File: src/rtl/binary_multiplier_4_bit_pkg.sv
// rtl/binary_multiplier_4_bit_pkg.sv - shared constants and state encoding for the 4-bit shift-add multiplier
// Holds the operand width, the iteration count and the controller state encoding.
package binary_multiplier_4_bit_pkg;

    localparam int WIDTH      = 4;
    localparam int ITERATIONS = 4;
    localparam int CNT_W      = 3;

    typedef enum logic [1:0] {
        S_idle  = 2'd0,
        S_add   = 2'd1,
        S_shift = 2'd2
    } state_t;

endpackage

File: src/rtl/adder_4_bit_df.sv
// rtl/adder_4_bit_df.sv - 4-bit dataflow ripple adder used by the multiplier datapath
// Ports:
//   A, B  : 4-bit addends
//   C0    : carry in
//   Sum   : 4-bit sum
//   C4    : carry out
module adder_4_bit_df
    import binary_multiplier_4_bit_pkg::*;
(
    output logic [WIDTH-1:0] Sum,
    output logic             C4,
    input  logic [WIDTH-1:0] A,
    input  logic [WIDTH-1:0] B,
    input  logic             C0
);

    assign {C4, Sum} = {1'b0, A} + {1'b0, B} + {{WIDTH{1'b0}}, C0};

endmodule

File: src/rtl/binary_multiplier_4_bit.sv
// rtl/binary_multiplier_4_bit.sv - sequential 4x4 unsigned shift-add multiplier
// Ports:
//   clock        : single clock, all state updates on posedge
//   reset        : asynchronous active-high reset
//   Start        : request a multiply, sampled only while idle
//   Multiplicand : operand B, captured when Start is accepted
//   Multiplier   : operand Q, captured when Start is accepted
//   Product      : {A,Q}, valid once Ready returns high
//   Ready        : high exactly while the controller is idle
module binary_multiplier_4_bit
    import binary_multiplier_4_bit_pkg::*;
(
    input  logic                 clock,
    input  logic                 reset,
    input  logic                 Start,
    input  logic [WIDTH-1:0]     Multiplicand,
    input  logic [WIDTH-1:0]     Multiplier,
    output logic [2*WIDTH-1:0]   Product,
    output logic                 Ready
);

    state_t             state;
    logic [WIDTH-1:0]   a;
    logic [WIDTH-1:0]   q;
    logic [WIDTH-1:0]   b;
    logic               c;
    logic [CNT_W-1:0]   p;

    logic [WIDTH-1:0]   sum;
    logic               c4;

    adder_4_bit_df u_adder (
        .Sum (sum),
        .C4  (c4),
        .A   (a),
        .B   (b),
        .C0  (1'b0)
    );

    always_ff @(posedge clock or posedge reset) begin
        if (reset) begin
            state <= S_idle;
            a     <= '0;
            q     <= '0;
            b     <= '0;
            c     <= 1'b0;
            p     <= '0;
        end else begin
            case (state)
                S_idle: begin
                    // Without Start every register holds so the last Product stays visible.
                    if (Start) begin
                        a     <= '0;
                        c     <= 1'b0;
                        p     <= CNT_W'(ITERATIONS);
                        b     <= Multiplicand;
                        q     <= Multiplier;
                        state <= S_add;
                    end
                end
                S_add: begin
                    p <= p - CNT_W'(1);
                    if (q[0]) begin
                        a <= sum;
                        c <= c4;
                    end
                    state <= S_shift;
                end
                S_shift: begin
                    // Shift {C,A,Q} right by one; the consumed multiplier bit falls off Q[0].
                    {c, a, q} <= {1'b0, c, a, q[WIDTH-1:1]};
                    // p was decremented in the preceding add, so zero means the last bit is done.
                    state <= (p == '0) ? S_idle : S_add;
                end
                default: begin
                    state <= S_idle;
                end
            endcase
        end
    end

    assign Product = {a, q};
    assign Ready   = (state == S_idle);

endmodule

File: config.mk
export PLATFORM = sky130hd
export DESIGN_NAME = binary_multiplier_4_bit
export DESIGN_NICKNAME = d
export VERILOG_FILES = /design/src/rtl/binary_multiplier_4_bit_pkg.sv /design/src/rtl/adder_4_bit_df.sv /design/src/rtl/binary_multiplier_4_bit.sv
export SDC_FILE = /design/constraint.sdc
export NUM_CORES = 1
export LEC_CHECK = 0
export ABC_AREA = 1
export CAP_MARGIN = 5
export CELL_PAD_IN_SITES_DETAIL_PLACEMENT = 1
export CELL_PAD_IN_SITES_GLOBAL_PLACEMENT = 2
export CORE_MARGIN = 2
export CORE_UTILIZATION = 26
export CTS_CLUSTER_SIZE = 28
export DETAILED_ROUTE_END_ITERATION = 16
export PLACE_DENSITY_LB_ADDON = 0.1
export SLEW_MARGIN = 20
export SYNTH_ARGS = -nofsm -noshare
export SYNTH_HDL_FRONTEND = slang
export SYNTH_SLANG_ARGS = --single-unit
File: constraint.sdc
create_clock -name clock -period 1.47 [get_ports clock]
set_input_delay 0.294 -clock clock [delete_from_list [all_inputs] [get_ports clock]]
set_output_delay 0.294 -clock clock [all_outputs]
set_load 0.05 [all_outputs]
**Word level (Yosys, flattened, before mapping)**

Index checks and enable logic that the tools add are counted.
Widths: inputs -> output; s select.

- Register bits after elaboration: 18
- Input bits: 11
- Output and inout bits: 9
- Logic and storage cells: 34

- $add $sub $neg: 2
- Equality and inequality tests: 4
- Muxes and demuxes: 13
- Reductions and logical operators: 9

Operators with widths:

| cell | count |
|---|---|
| $mux 4 | 3 |
| $pmux 4 s3 | 1 |
| $pmux 4 s2 | 1 |
| $pmux 2 s3 | 1 |
| $pmux 3 s2 | 1 |
| $reduce_and 2->1 | 3 |
| $add 4x4->5 | 1 |
| $ne 2x2->1 const B | 2 |
| $reduce_bool 2->1 | 2 |
| $logic_not 3->1 | 1 |
| $mux 1 | 3 |
| $mux 3 | 1 |
| $pmux 1 s3 | 1 |
| $reduce_and 3->1 | 1 |
| $reduce_bool 3->1 | 1 |
| $sub 3x1->3 const B | 1 |
| $eq 2x1->1 const B | 1 |
| $eq 2x2->1 const B | 1 |
| $logic_not 2->1 | 1 |
| $mux 2 | 1 |

**Depth between registers and ports, before layout**

- Word-level depth: 3
- Gate-level depth with buffers: 9
- Gate-level depth less buffers: 9

**By module**

A second synthesis with hierarchy kept.

- Cells, all modules: 151
- Area total of the unflattened synthesis: 1158.6 sq um

Modules (own cells, without submodules):

| module | instances | cells an instance | area an instance (sq um) | seq. area each (sq um) |
|---|---|---|---|---|
| binary_multiplier_4_bit | 1 | 126 | 993.5 | 450.4 |
| adder_4_bit_df | 1 | 25 | 165.2 | 0.0 |

**Worst setup path after synthesis**

OpenSTA, ideal clock, no wires.

- Path kind: register to register
- Start: register a[0]
- End: register a[2]
- Library setup time: 122 ps
- Arrival: 1762 ps
- Data required time: 1348 ps
- Slack: -414 ps
- Cell stages (with the launch flop): 9
- Buffers on the path: 0
- Period minus slack after synthesis: 1884 ps
- Cells stage by stage: dfrtp_1 -> ha_1 -> inv_1 -> fa_1 -> or2_1 -> nand2_1 -> nand2_1 -> nand2_1 -> o21ai_1

- Cells in the longest elaborated chain, start to end: 3

Ends and longest elaborated chain:

| element | line | source |
|---|---|---|
| from (decl) | binary_multiplier_4_bit.sv:23 | `logic [WIDTH-1:0] a;` |
| from (signal assigned) | binary_multiplier_4_bit.sv:64 | `a <= sum;` |
| from (signal assigned) | binary_multiplier_4_bit.sv:71 | `{c, a, q} <= {1'b0, c, a, q[WIDTH-1:1]};` |
| $add 4x4->5 | adder_4_bit_df.sv:17 | `assign {C4, Sum} = {1'b0, A} + {1'b0, B} + {{WIDTH{1'b0}}, C0};` |
| $mux 4 | binary_multiplier_4_bit.sv:63 | `if (q[0]) begin` |
| $pmux 4 s3 | binary_multiplier_4_bit.sv:49 | `case (state)` |

No other way between the ends. The select of a mux whose other input is x is not followed.
A chain may end at the register's enable or synchronous reset.

**Worst setup path in the final report**

- Start: register b[0]
- End: register a[2]

- Cells in the longest elaborated chain, start to end: 3

Ends and longest elaborated chain:

| element | line | source |
|---|---|---|
| from (decl) | binary_multiplier_4_bit.sv:25 | `logic [WIDTH-1:0] b;` |
| from (signal assigned) | binary_multiplier_4_bit.sv:56 | `b <= Multiplicand;` |
| $add 4x4->5 | adder_4_bit_df.sv:17 |  |
| $mux 4 | binary_multiplier_4_bit.sv:63 |  |
| $pmux 4 s3 | binary_multiplier_4_bit.sv:49 |  |

No other way between the ends. The select of a mux whose other input is x is not followed.

==> results by group <==
Outcome
  – Status: complete, but fails checks
  – Failing checks: negative setup slack

Cells and area
  – Area Growth Syn to Fin: 51.78%
  – Final net count: 191
  – Diode count: 0
  – Fin area: about 1600 um^2
  – Layout cell share with drive strength beyond 1: just under 30%
  – Fillers: ~460
  – Layout Utilization: between 40% and 50%

Detailed routing
  – Met2 wire len: between 1 and 1.5 mm
  – M1 WL: around 1.2 mm
  – Routed len/inst: 12.82 um
  – Antenna-violating nets left: 0
  – Initial drt markers: 20
  – Vias per inst: 4.373
  – Drt total wl: 2.781 mm
  – Met3 wire len: between 70 and 80 um
  – Residual DRC: 0
  – Routed via count: between 900 and 1000
  – DR top layer: met4
  – DRT Pass-1 Iters: 2

Yosys
  – Sequential share of the synthesized area: between 40% and 50%
  – Synth Flop Type: dfrtp_1
  – Synth area leader: dfrtp_1
  – Synth Register Bits: 18
  – Yosys warns: 0
  – Synthesized instance count: 130
  – Post-Synthesis Net Count: between 150 and 200
  – Top cells by area, synth: dfrtp_1 (43%), nand2_1 (14%), ha_1 (13%)
  – Synth top area share: a little over two fifths
  – Post-synth EDFFs: 0
  – Asr flop ratio synth: between 90% and 100%
  – Syn avg cell area: about 8.1 um^2
  – Syn Std Cell Area: ~1100 um^2
  – Synth cell types: 18

Pwr
  – P_leak: 0.7715 nW
  – Pwr Density: around 2300 nW/um^2
  – Worst ir drop on vdd: 0.001161 V

GRT
  – Initial antenna violation count: 0
  – GRT overflow: 0
  – Largest net degree at the start of global routing: 19
  – Total GRT Usage: between 10 and 15%
  – First-pass GRT wire length: 4.857 mm
  – Vias in the first global route: between 1000 and 1500

STA
  – Final Hold Vio Count: 0
  – Worst Clk Skew: approximately 1.9 ps
  – Setup Viol. Count Final: 1
  – Final Max Tran Viols: 0
  – Tmin final: ~1500 ps
  – Tcrit/Tclk final: 100.9%
  – Unrepaired setup endpoints after global routing: true
  – Slew margin rel.: roughly four fifths
  – Worst-Margin Slew: roughly 280 ps
  – Fmax: between 0.6 and 0.7 GHz
  – Final WS setup: -13.68 ps

Place
  – Final RePlAce weighted congestion: about 0.77
  – Hpwl dp: between 2 and 2.5 mm
  – Post-Place Cell Area: ~1500 um^2
  – I/O Buffers: 19

Clocking
  – Htree depth: 1
  – Skew-Pair Late Insertion Delay: roughly 260 ps
  – Root Buffer: clkbuf_8
  – Inserted Clock Buffers: 3
  – Clk slew on worst S/H paths: about 80 ps
  – # clock sinks: 18
  – CTS tree: done
  – Longest Clk Path Bufs: 2

Worst setup path
  – CP Launch Point: b[0]$_DFFE_PP0P_
  – Crit Reg-Reg Startpoint: b[0]$_DFFE_PP0P_
  – Crit Path Class: register to register
  – Critical R2R Capture: a[2]$_DFFE_PP0P_
  – Arrival @ worst endpoint: roughly 1600 ps
  – Critical Path End: a[2]$_DFFE_PP0P_
  – R2R depth: 8
  – Worst Path Max Fanout: 2
  – Flop2flop setup slack: -10 ps
  – Crit path capture type: register
  – Setup crit start kind: register
  – Critical Path RT: 1620 ps

Floorplanning
  – Die H: approximately 68 um
  – IO Count: 20
  – Area of the core: 3943 um^2
  – Initial core utilization: between 20% and 30%
  – Die footprint: ~4600 um^2
  – Row count: 23
  – Die W: between 60 and 70 um

Hold path
  – Worst Hold Class: primary input to async pin

Run
  – Max-Cap Viols: 0
-- cell families (layout without fill, tap and decap cells) --
group | after synthesis | in the layout | synth area share [%]
AND/OR/NAND/NOR | 58 | 58 | 23.04
buffers and inverters | 21 | 58 | 7.482
AO/OA/AOI/OAI | 21 | 21 | 11.76
flip-flops | 18 | 18 | 42.76
adder cells (fa/ha/maj) | 12 | 12 | 14.96
-- where the power goes --
group	leakage [nW]	switching [mW]	internal [mW]
Combinational	0.523	1.30	1.07
Sequential	0.219	0.202	0.710
Clock	0.0288	0.185	0.238
Total	0.771	1.69	2.02
-- critical path, cell delays in order (launching register included) --
cell and delay [ps]:
dfrtp_1 390, ha_4 150, inv_2 30, fa_2 320, or2_1 250, nand2_1 70, nand2_1 50, nand2_1 60
o21ai_1 60
-- sequential cells by signal (all words and copies together), names as in the netlist --
name,count
state,2
a,4
b,4
q,4
c,1
p,3
-- synthesized netlist by cell type (3+ instances only) --
master   number
a21oi_1       5
a31oi_1       4
dfrtp_1      18
ha_1         11
inv_1        15
inv_2         6
nand2_1      40
nand3_1       4
nor2_1        8
nor2_2        3
o21ai_1       7
-- per-layer routing --
metal / GRT usage (%) / up-vias
met1: 17.70 / 447
met5: 0 / -
li1: - / 486
met3: 2.167 / 4
met4: 8.163 / 0
met2: 25.49 / 12
-- placed cells by master, fill, tap and decap left out, types with 4 or more instances in the layout --
master	Yosys	layout
nor2_1	8	8
dfrtp_1	18	15
a21oi_1	5	5
buf_4	0	14
a31oi_1	4	4
nand2_1	40	40
nand3_1	4	4
ha_1	11	9
buf_12	0	9
inv_1	15	12
clkdlybuf4s50_1	0	10
inv_2	6	8
o21ai_1	7	6
clkbuf_8	0	4
-- metrics by stage --
step                      hold slack [ps]  setup TNS [ps]  worst slack (ps)  power (mW)  std cells
after floorplan                     232.4          -337.3            -136.8       2.191        130
after global placement              485.3          -7.874            -7.874       3.179        210
after detailed placement            494.2          -5.361            -5.361       3.222        210
after CTS                           360.8          -26.57            -19.19       3.680        215
after global routing                395.3          -278.6            -111.6       4.047        217
final                               354.9          -13.68            -13.68       3.709        217
-- final cells by class --
cell class              count  area [um^2]  area share (%)
clock buffers               4        55.05           3.443
well taps                  50        62.56           3.912
inverters                  21        81.33           5.086
multi-input cells          91        560.5           35.05
repair buffers             33        385.4           24.10
flip-flops and latches     18        454.2           28.40
-- repair_timing --
item / 4_1_cts / 5_1_grt
gates resized for setup: 1 / 5
endpoints found under the hold margin: 0 / 0
pin swaps: 1 / 5
cloned: 0 / 0
buffers inserted: 1 / 2
hold buffers: 0 / 0
setup endpoints to repair: 2 / 13
-- how the worst min path moves through the flow --
stage                             start  cells after the start                    to
final                             reset                      3  state[1]$_DFFE_PP0P_
after detailed placement  c$_DFFE_PP0P_                      2         c$_DFFE_PP0P_
after global placement    c$_DFFE_PP0P_                      2         c$_DFFE_PP0P_
after global routing              reset                      3      b[3]$_DFFE_PP0P_
after floorplan                   reset                      1      a[2]$_DFFE_PP0P_
after CTS                         reset                      3  state[1]$_DFFE_PP0P_
Note: power is estimated with default switching activity, not from simulation.
